`config.mk`:
```
export PLATFORM = sky130hd
export DESIGN_NAME = emaxi_bresp
export DESIGN_NICKNAME = d
export VERILOG_FILES = /design/src/rtl/emaxi_bresp.sv
export SDC_FILE = /design/constraint.sdc
export NUM_CORES = 1
export LEC_CHECK = 0
export CORE_ASPECT_RATIO = 0.6
export CORE_MARGIN = 3
export CORE_UTILIZATION = 49
export CTS_BUF_LIST = sky130_fd_sc_hd__clkbuf_16
export DETAILED_ROUTE_END_ITERATION = 10
export GPL_TIMING_DRIVEN = 0
export PLACE_DENSITY = 0.74
export SETUP_SLACK_MARGIN = 0.2
export SYNTH_ARGS = -nofsm -noshare
export SYNTH_HDL_FRONTEND = slang
export SYNTH_SLANG_ARGS = --single-unit
```
`constraint.sdc`:
```
create_clock -name clk -period 2.6 [get_ports clk]
set_input_delay 0.52 -clock clk [delete_from_list [all_inputs] [get_ports clk]]
set_output_delay 0.52 -clock clk [all_outputs]
set_load 0.01 [all_outputs]
```
`src/rtl/emaxi_bresp.sv`:
```
// -----------------------------------------------------------------------------
// emaxi_bresp
//   Write-response stage of the AXI-EMesh bridge. Snoops the AW and W
//   handshakes issued by the emesh-to-AXI write translator, tracks the number
//   of outstanding address and data bursts, keeps the issued AWIDs in an
//   in-order FIFO and consumes the AXI B channel. Responses are checked for
//   ID order and for SLVERR/DECERR. A throttle is raised toward the translator
//   when either outstanding count reaches MAX_OUT.
//
// Ports
//   clk, rstn        clock, asynchronous active-low reset
//   m_axi_aw*        snooped AW handshake and AWID
//   m_axi_w*         snooped W handshake and WLAST
//   m_axi_b*         B channel (bready is driven here)
//   err_clr          clears sticky flags and the error counter
//   wr_throttle      no new AW/W burst may start while high
//   idle             no outstanding address or data
//   err_valid        one-cycle pulse per bad response
//   err_resp/err_id  BRESP/BID of the last bad response
//   err_cnt          saturating count of bad responses
//   id_mismatch      sticky: BID differed from the expected in-order ID
//   proto_err        sticky: overflow of a count or B while idle
// -----------------------------------------------------------------------------
module emaxi_bresp #(
    parameter int ID_W     = 4,
    parameter int MAX_OUT  = 8,
    parameter int ERRCNT_W = 8
) (
    input  logic                clk,
    input  logic                rstn,
    input  logic [ID_W-1:0]     m_axi_awid,
    input  logic                m_axi_awvalid,
    input  logic                m_axi_awready,
    input  logic                m_axi_wvalid,
    input  logic                m_axi_wready,
    input  logic                m_axi_wlast,
    input  logic [ID_W-1:0]     m_axi_bid,
    input  logic [1:0]          m_axi_bresp,
    input  logic                m_axi_bvalid,
    output logic                m_axi_bready,
    input  logic                err_clr,
    output logic                wr_throttle,
    output logic                idle,
    output logic                err_valid,
    output logic [1:0]          err_resp,
    output logic [ID_W-1:0]     err_id,
    output logic [ERRCNT_W-1:0] err_cnt,
    output logic                id_mismatch,
    output logic                proto_err
);

    localparam int CNT_W = $clog2(MAX_OUT + 1);
    localparam int PTR_W = (MAX_OUT > 1) ? $clog2(MAX_OUT) : 1;
    localparam logic [CNT_W-1:0] CNT_MAX = CNT_W'(MAX_OUT);

    function automatic logic [ERRCNT_W-1:0] sat_inc(input logic [ERRCNT_W-1:0] v);
        return (&v) ? v : v + ERRCNT_W'(1);
    endfunction

    logic [CNT_W-1:0]    r_aw_cnt;
    logic [CNT_W-1:0]    r_wl_cnt;
    logic [PTR_W-1:0]    r_wptr;
    logic [PTR_W-1:0]    r_rptr;
    logic [ID_W-1:0]     r_fifo [MAX_OUT];
    logic                r_bv_idle;
    logic                r_err_valid;
    logic [1:0]          r_err_resp;
    logic [ID_W-1:0]     r_err_id;
    logic [ERRCNT_W-1:0] r_err_cnt;
    logic                r_id_mis;
    logic                r_proto;

    logic            w_aw_fire;
    logic            w_wl_fire;
    logic            w_b_fire;
    logic            w_aw_full;
    logic            w_wl_full;
    logic            w_aw_push;
    logic            w_wl_inc;
    logic            w_idle;
    logic            w_bready;
    logic [ID_W-1:0] w_head;
    logic            w_id_mis;
    logic            w_bad;
    logic            w_proto;

    assign w_aw_fire = m_axi_awvalid & m_axi_awready;
    assign w_wl_fire = m_axi_wvalid & m_axi_wready & m_axi_wlast;
    assign w_aw_full = (r_aw_cnt == CNT_MAX);
    assign w_wl_full = (r_wl_cnt == CNT_MAX);
    // An AW or W-last arriving at the limit is a protocol violation; it is
    // not counted and the AWID is not pushed.
    assign w_aw_push = w_aw_fire & ~w_aw_full;
    assign w_wl_inc  = w_wl_fire & ~w_wl_full;

    assign w_idle    = (r_aw_cnt == '0) & (r_wl_cnt == '0);
    // bready comes only from registered counts so it never depends on bvalid.
    assign w_bready  = (r_aw_cnt != '0) & (r_wl_cnt != '0);
    assign w_b_fire  = m_axi_bvalid & w_bready;

    assign w_head    = r_fifo[r_rptr];
    assign w_id_mis  = w_b_fire & (m_axi_bid != w_head);
    assign w_bad     = w_b_fire & m_axi_bresp[1];
    // B valid while idle is only flagged once it has persisted for two cycles.
    assign w_proto   = (w_aw_fire & w_aw_full) | (w_wl_fire & w_wl_full) |
                       (m_axi_bvalid & w_idle & r_bv_idle);

    always_ff @(posedge clk or negedge rstn) begin
        if (!rstn) begin
            r_aw_cnt <= '0;
            r_wl_cnt <= '0;
            r_wptr   <= '0;
            r_rptr   <= '0;
        end else begin
            if (w_aw_push && !w_b_fire)
                r_aw_cnt <= r_aw_cnt + CNT_W'(1);
            else if (!w_aw_push && w_b_fire)
                r_aw_cnt <= r_aw_cnt - CNT_W'(1);

            if (w_wl_inc && !w_b_fire)
                r_wl_cnt <= r_wl_cnt + CNT_W'(1);
            else if (!w_wl_inc && w_b_fire)
                r_wl_cnt <= r_wl_cnt - CNT_W'(1);

            if (w_aw_push)
                r_wptr <= r_wptr + PTR_W'(1);
            if (w_b_fire)
                r_rptr <= r_rptr + PTR_W'(1);
        end
    end

    // ID storage needs no reset: only entries between the pointers are read.
    always_ff @(posedge clk) begin
        if (w_aw_push)
            r_fifo[r_wptr] <= m_axi_awid;
    end

    always_ff @(posedge clk or negedge rstn) begin
        if (!rstn) begin
            r_bv_idle   <= 1'b0;
            r_err_valid <= 1'b0;
            r_err_resp  <= '0;
            r_err_id    <= '0;
            r_err_cnt   <= '0;
            r_id_mis    <= 1'b0;
            r_proto     <= 1'b0;
        end else begin
            r_bv_idle   <= m_axi_bvalid & w_idle;
            r_err_valid <= w_bad;

            if (w_bad) begin
                r_err_resp <= m_axi_bresp;
                r_err_id   <= m_axi_bid;
            end

            // A new error in the same cycle as a clear restarts the count at 1.
            if (w_bad)
                r_err_cnt <= err_clr ? ERRCNT_W'(1) : sat_inc(r_err_cnt);
            else if (err_clr)
                r_err_cnt <= '0;

            if (w_id_mis)
                r_id_mis <= 1'b1;
            else if (err_clr)
                r_id_mis <= 1'b0;

            if (w_proto)
                r_proto <= 1'b1;
            else if (err_clr)
                r_proto <= 1'b0;
        end
    end

    assign m_axi_bready = w_bready;
    assign wr_throttle  = w_aw_full | w_wl_full;
    assign idle         = w_idle;
    assign err_valid    = r_err_valid;
    assign err_resp     = r_err_resp;
    assign err_id       = r_err_id;
    assign err_cnt      = r_err_cnt;
    assign id_mismatch  = r_id_mis;
    assign proto_err    = r_proto;

endmodule

```
==> metrics.yaml <==
dp.cells: 324
core_area_um2: 5650
utilization_pct: 68.0
wl_per_cell_um: 16.0
ant_nets: 0
drcViolationCount: 0
layout.nets: 299
final_cell_mix: "clkdlybuf4s50_1, edfxtp_1, dfrtp_1"
total_power_mw: 4.08
grt_pass1_vias: 1783
die-height_um: 65.7
final_common_cell: "clkdlybuf4s50_1"
setup_ws_ps: 166
crit_slowest_cell: "or4_4"
synth_xor_area_share_pct: 5.12
required_ps: 2810
tns_ps: 0
fin_cells: 354
period_needed_ps: 2430
startpoint_type: "flip-flop"
post-route-cell-area_um2: 3840
track_usage_pct: 17.9
synth.area.top_cells: "edfxtp_1, dfrtp_1, mux2i_1, xnor2_1, ha_1"
path_max_fanout: 4
drt-total-wl_um: 5670
cts_tree: "built"
dieArea_um2: 6920
grt_pass1_wl_um: 9260
synth_cells: 207
worstReg2RegEnd: "r_aw_cnt[3]"
ir_worst_vdd_mv: 0.475
yosys.area.top_type: "edfxtp_1"
cap_violations: 0
p_per_area_nw_per_um2: 1060
dp_worst_setup_slack_ps: -237
yosys_warnings: 0
cts_buffers: 9
synth_seq_cells: 64
worstSetupPathType: "reg2reg"
first_iter_violations: 80
cp.arrival_ps: 2640
crit_chain: "or4_4, and2_4, nand2_8, ha_4, inv_4, ha_4, a21o_1, a21oi_2, xnor2_1, nor2_1, xor2_1"
yosysUniqueCellTypes: 36
gp_congestion: 0.770
synth_compound_area_share_pct: 5.29
setup.reg_to_reg.worst_slack_ps: 170
status: "completed"
slowest_delay_ps: 560
timing_hold_violations_final: 0
fillers: 400
fp.dieW_um: 105
critPathCaptureType: "flip-flop"
cts_root_buffer: "clkbuf_16"
clock_sinks: 64
fmax_mhz: 411
crit_path_frequent_cell: "ha_4"
grt_max_degree: 33
final_max_slew_viol_count: 0
slew-limit-headroom_pct: 49.4
vias_per_cell: 5.20
dp_hpwl_um: 3930
cts.path.max_buffers: 2
r2r_start: "r_wl_cnt[0]"
clk_pin_slew_ps: 50
synthToLayoutAreaGrowth_pct: 32.2
setup_viol: 0
ys.flop_type: "edfxtp_1"
placed_area_um2: 3420
rsz0062_at_grt: "true"
diodes: 0
clock_skew_ps: 4.50
synth-simple-area-share_pct: 8.87
synth_top_family_by_area: "multiplexers"
synth_edf_count: 32
postSynth.asyncResetShare_pct: 50.0
antenna_found_initial: 0
start_util_pct: 51.5
min_path_type: "in2async"
syn_nets: 237
yosysTopAreaCellShare_pct: 33.1
fp-row-count: 21
whs_ps: 240
post-route-period-util_pct: 93.6
synth_fa_ha_area_share_pct: 5.25
reg2reg_depth: 11
seq_area_frac_synth_pct: 60.6
p_leak_nw: 1.48
synth.avg_cell_area_um2: 14.0
insertion_delay_ps: 320
port_buffers: 37
htreeDepth: 3
cp-startpoint: "r_wl_cnt[0]"
num_vias: 1841
postCtsHoldBufs: 0
overflow: 0
pin_count: 39
netlist_area_um2: 2910
dr.pass1.iters: 4
synthMuxAreaShare_pct: 12.4
drive_above_1_share_pct: 23.7
tightest_slew_ps: 753
[area by class of cell]
type | instances | area (um^2) | area share [%]
Sequential cell | 64 | 1760 | 45.9
Buffer | 5 | 51.3 | 1.33
Inverter | 5 | 23.8 | 0.618
Clock buffer | 9 | 225 | 5.86
Multi-Input combinational cell | 133 | 1170 | 30.5
Clock inverter | 7 | 38.8 | 1.01
Timing Repair Buffer | 51 | 468 | 12.2
Tap cell | 80 | 100 | 2.60
[timing repair]
action / in CTS / in global routing
pin swaps: 2 / 11
endpoints found under the hold margin: 0 / 0
gates cloned: 0 / 0
buffers inserted: 8 / 6
endpoints found under the setup margin: 12 / 3
resized for setup: 6 / 6
[state kept, by name (all words and copies together) (netlist names), 2 cells and up]
name      cells
r_fifo       32
err_id        4
err_cnt       8
err_resp      2
r_aw_cnt      4
r_wptr        3
r_wl_cnt      4
r_rptr        3
[cell families (layout without fill, tap and decap cells)]
kind of cell / count (synthesis) / after routing
flops: 64 / 64
simple gates: 50 / 50
mux: 30 / 30
compound gates: 25 / 25
xor+xnor: 17 / 17
fa+ha+maj: 11 / 11
buf+inv: 10 / 77
[per-layer routing]
layer	part of all wire (%)	up-vias	routed length, um	GRT usage (%)
met1	51	912	2890	25.2
met2	44	33	2480	26.7
met3	4.4	5	247	6.48
li1	-	891	-	-
met5	0	-	0	0
met4	0.90	0	51	3.93
[cells in the mapped netlist (5+ instances only)]
library cell,count
dfrtp_1,32
nand2_1,11
nor2_1,11
mux2_2,8
xnor2_1,14
nand3_1,7
ha_1,9
mux2i_1,17
a21oi_1,9
edfxtp_1,32
inv_1,5
[report_power, final]
part	leakage (nW)	total, mW	internal [mW]	switching, mW
clock	0.128	1.03	0.632	0.400
combinational	0.673	1.56	0.877	0.679
sequential	0.682	1.49	1.29	0.203
[how the worst max path moves through the flow]
stage | to | slack [ps]
floorplan | r_aw_cnt[3] | 200
global placement | r_aw_cnt[3] | -200
detailed placement | r_aw_cnt[3] | -240
CTS | wr_throttle | 170
global route | r_aw_cnt[3] | 70
finish | r_aw_cnt[3] | 170
[worst max-delay path: cells and delay by family, from the launching register on]
| family | cells | cell delay (ps) |
|---|---|---|
| buffers and inverters | 1 | 50 |
| DFF | 1 | 400 |
| AOI/OAI and AO/OA | 2 | 320 |
| adders and majority gates | 2 | 350 |
| and+or+nand+nor | 4 | 930 |
| xor gates and xnor gates | 2 | 280 |
No activity file was read; power rests on OpenSTA's default activity.
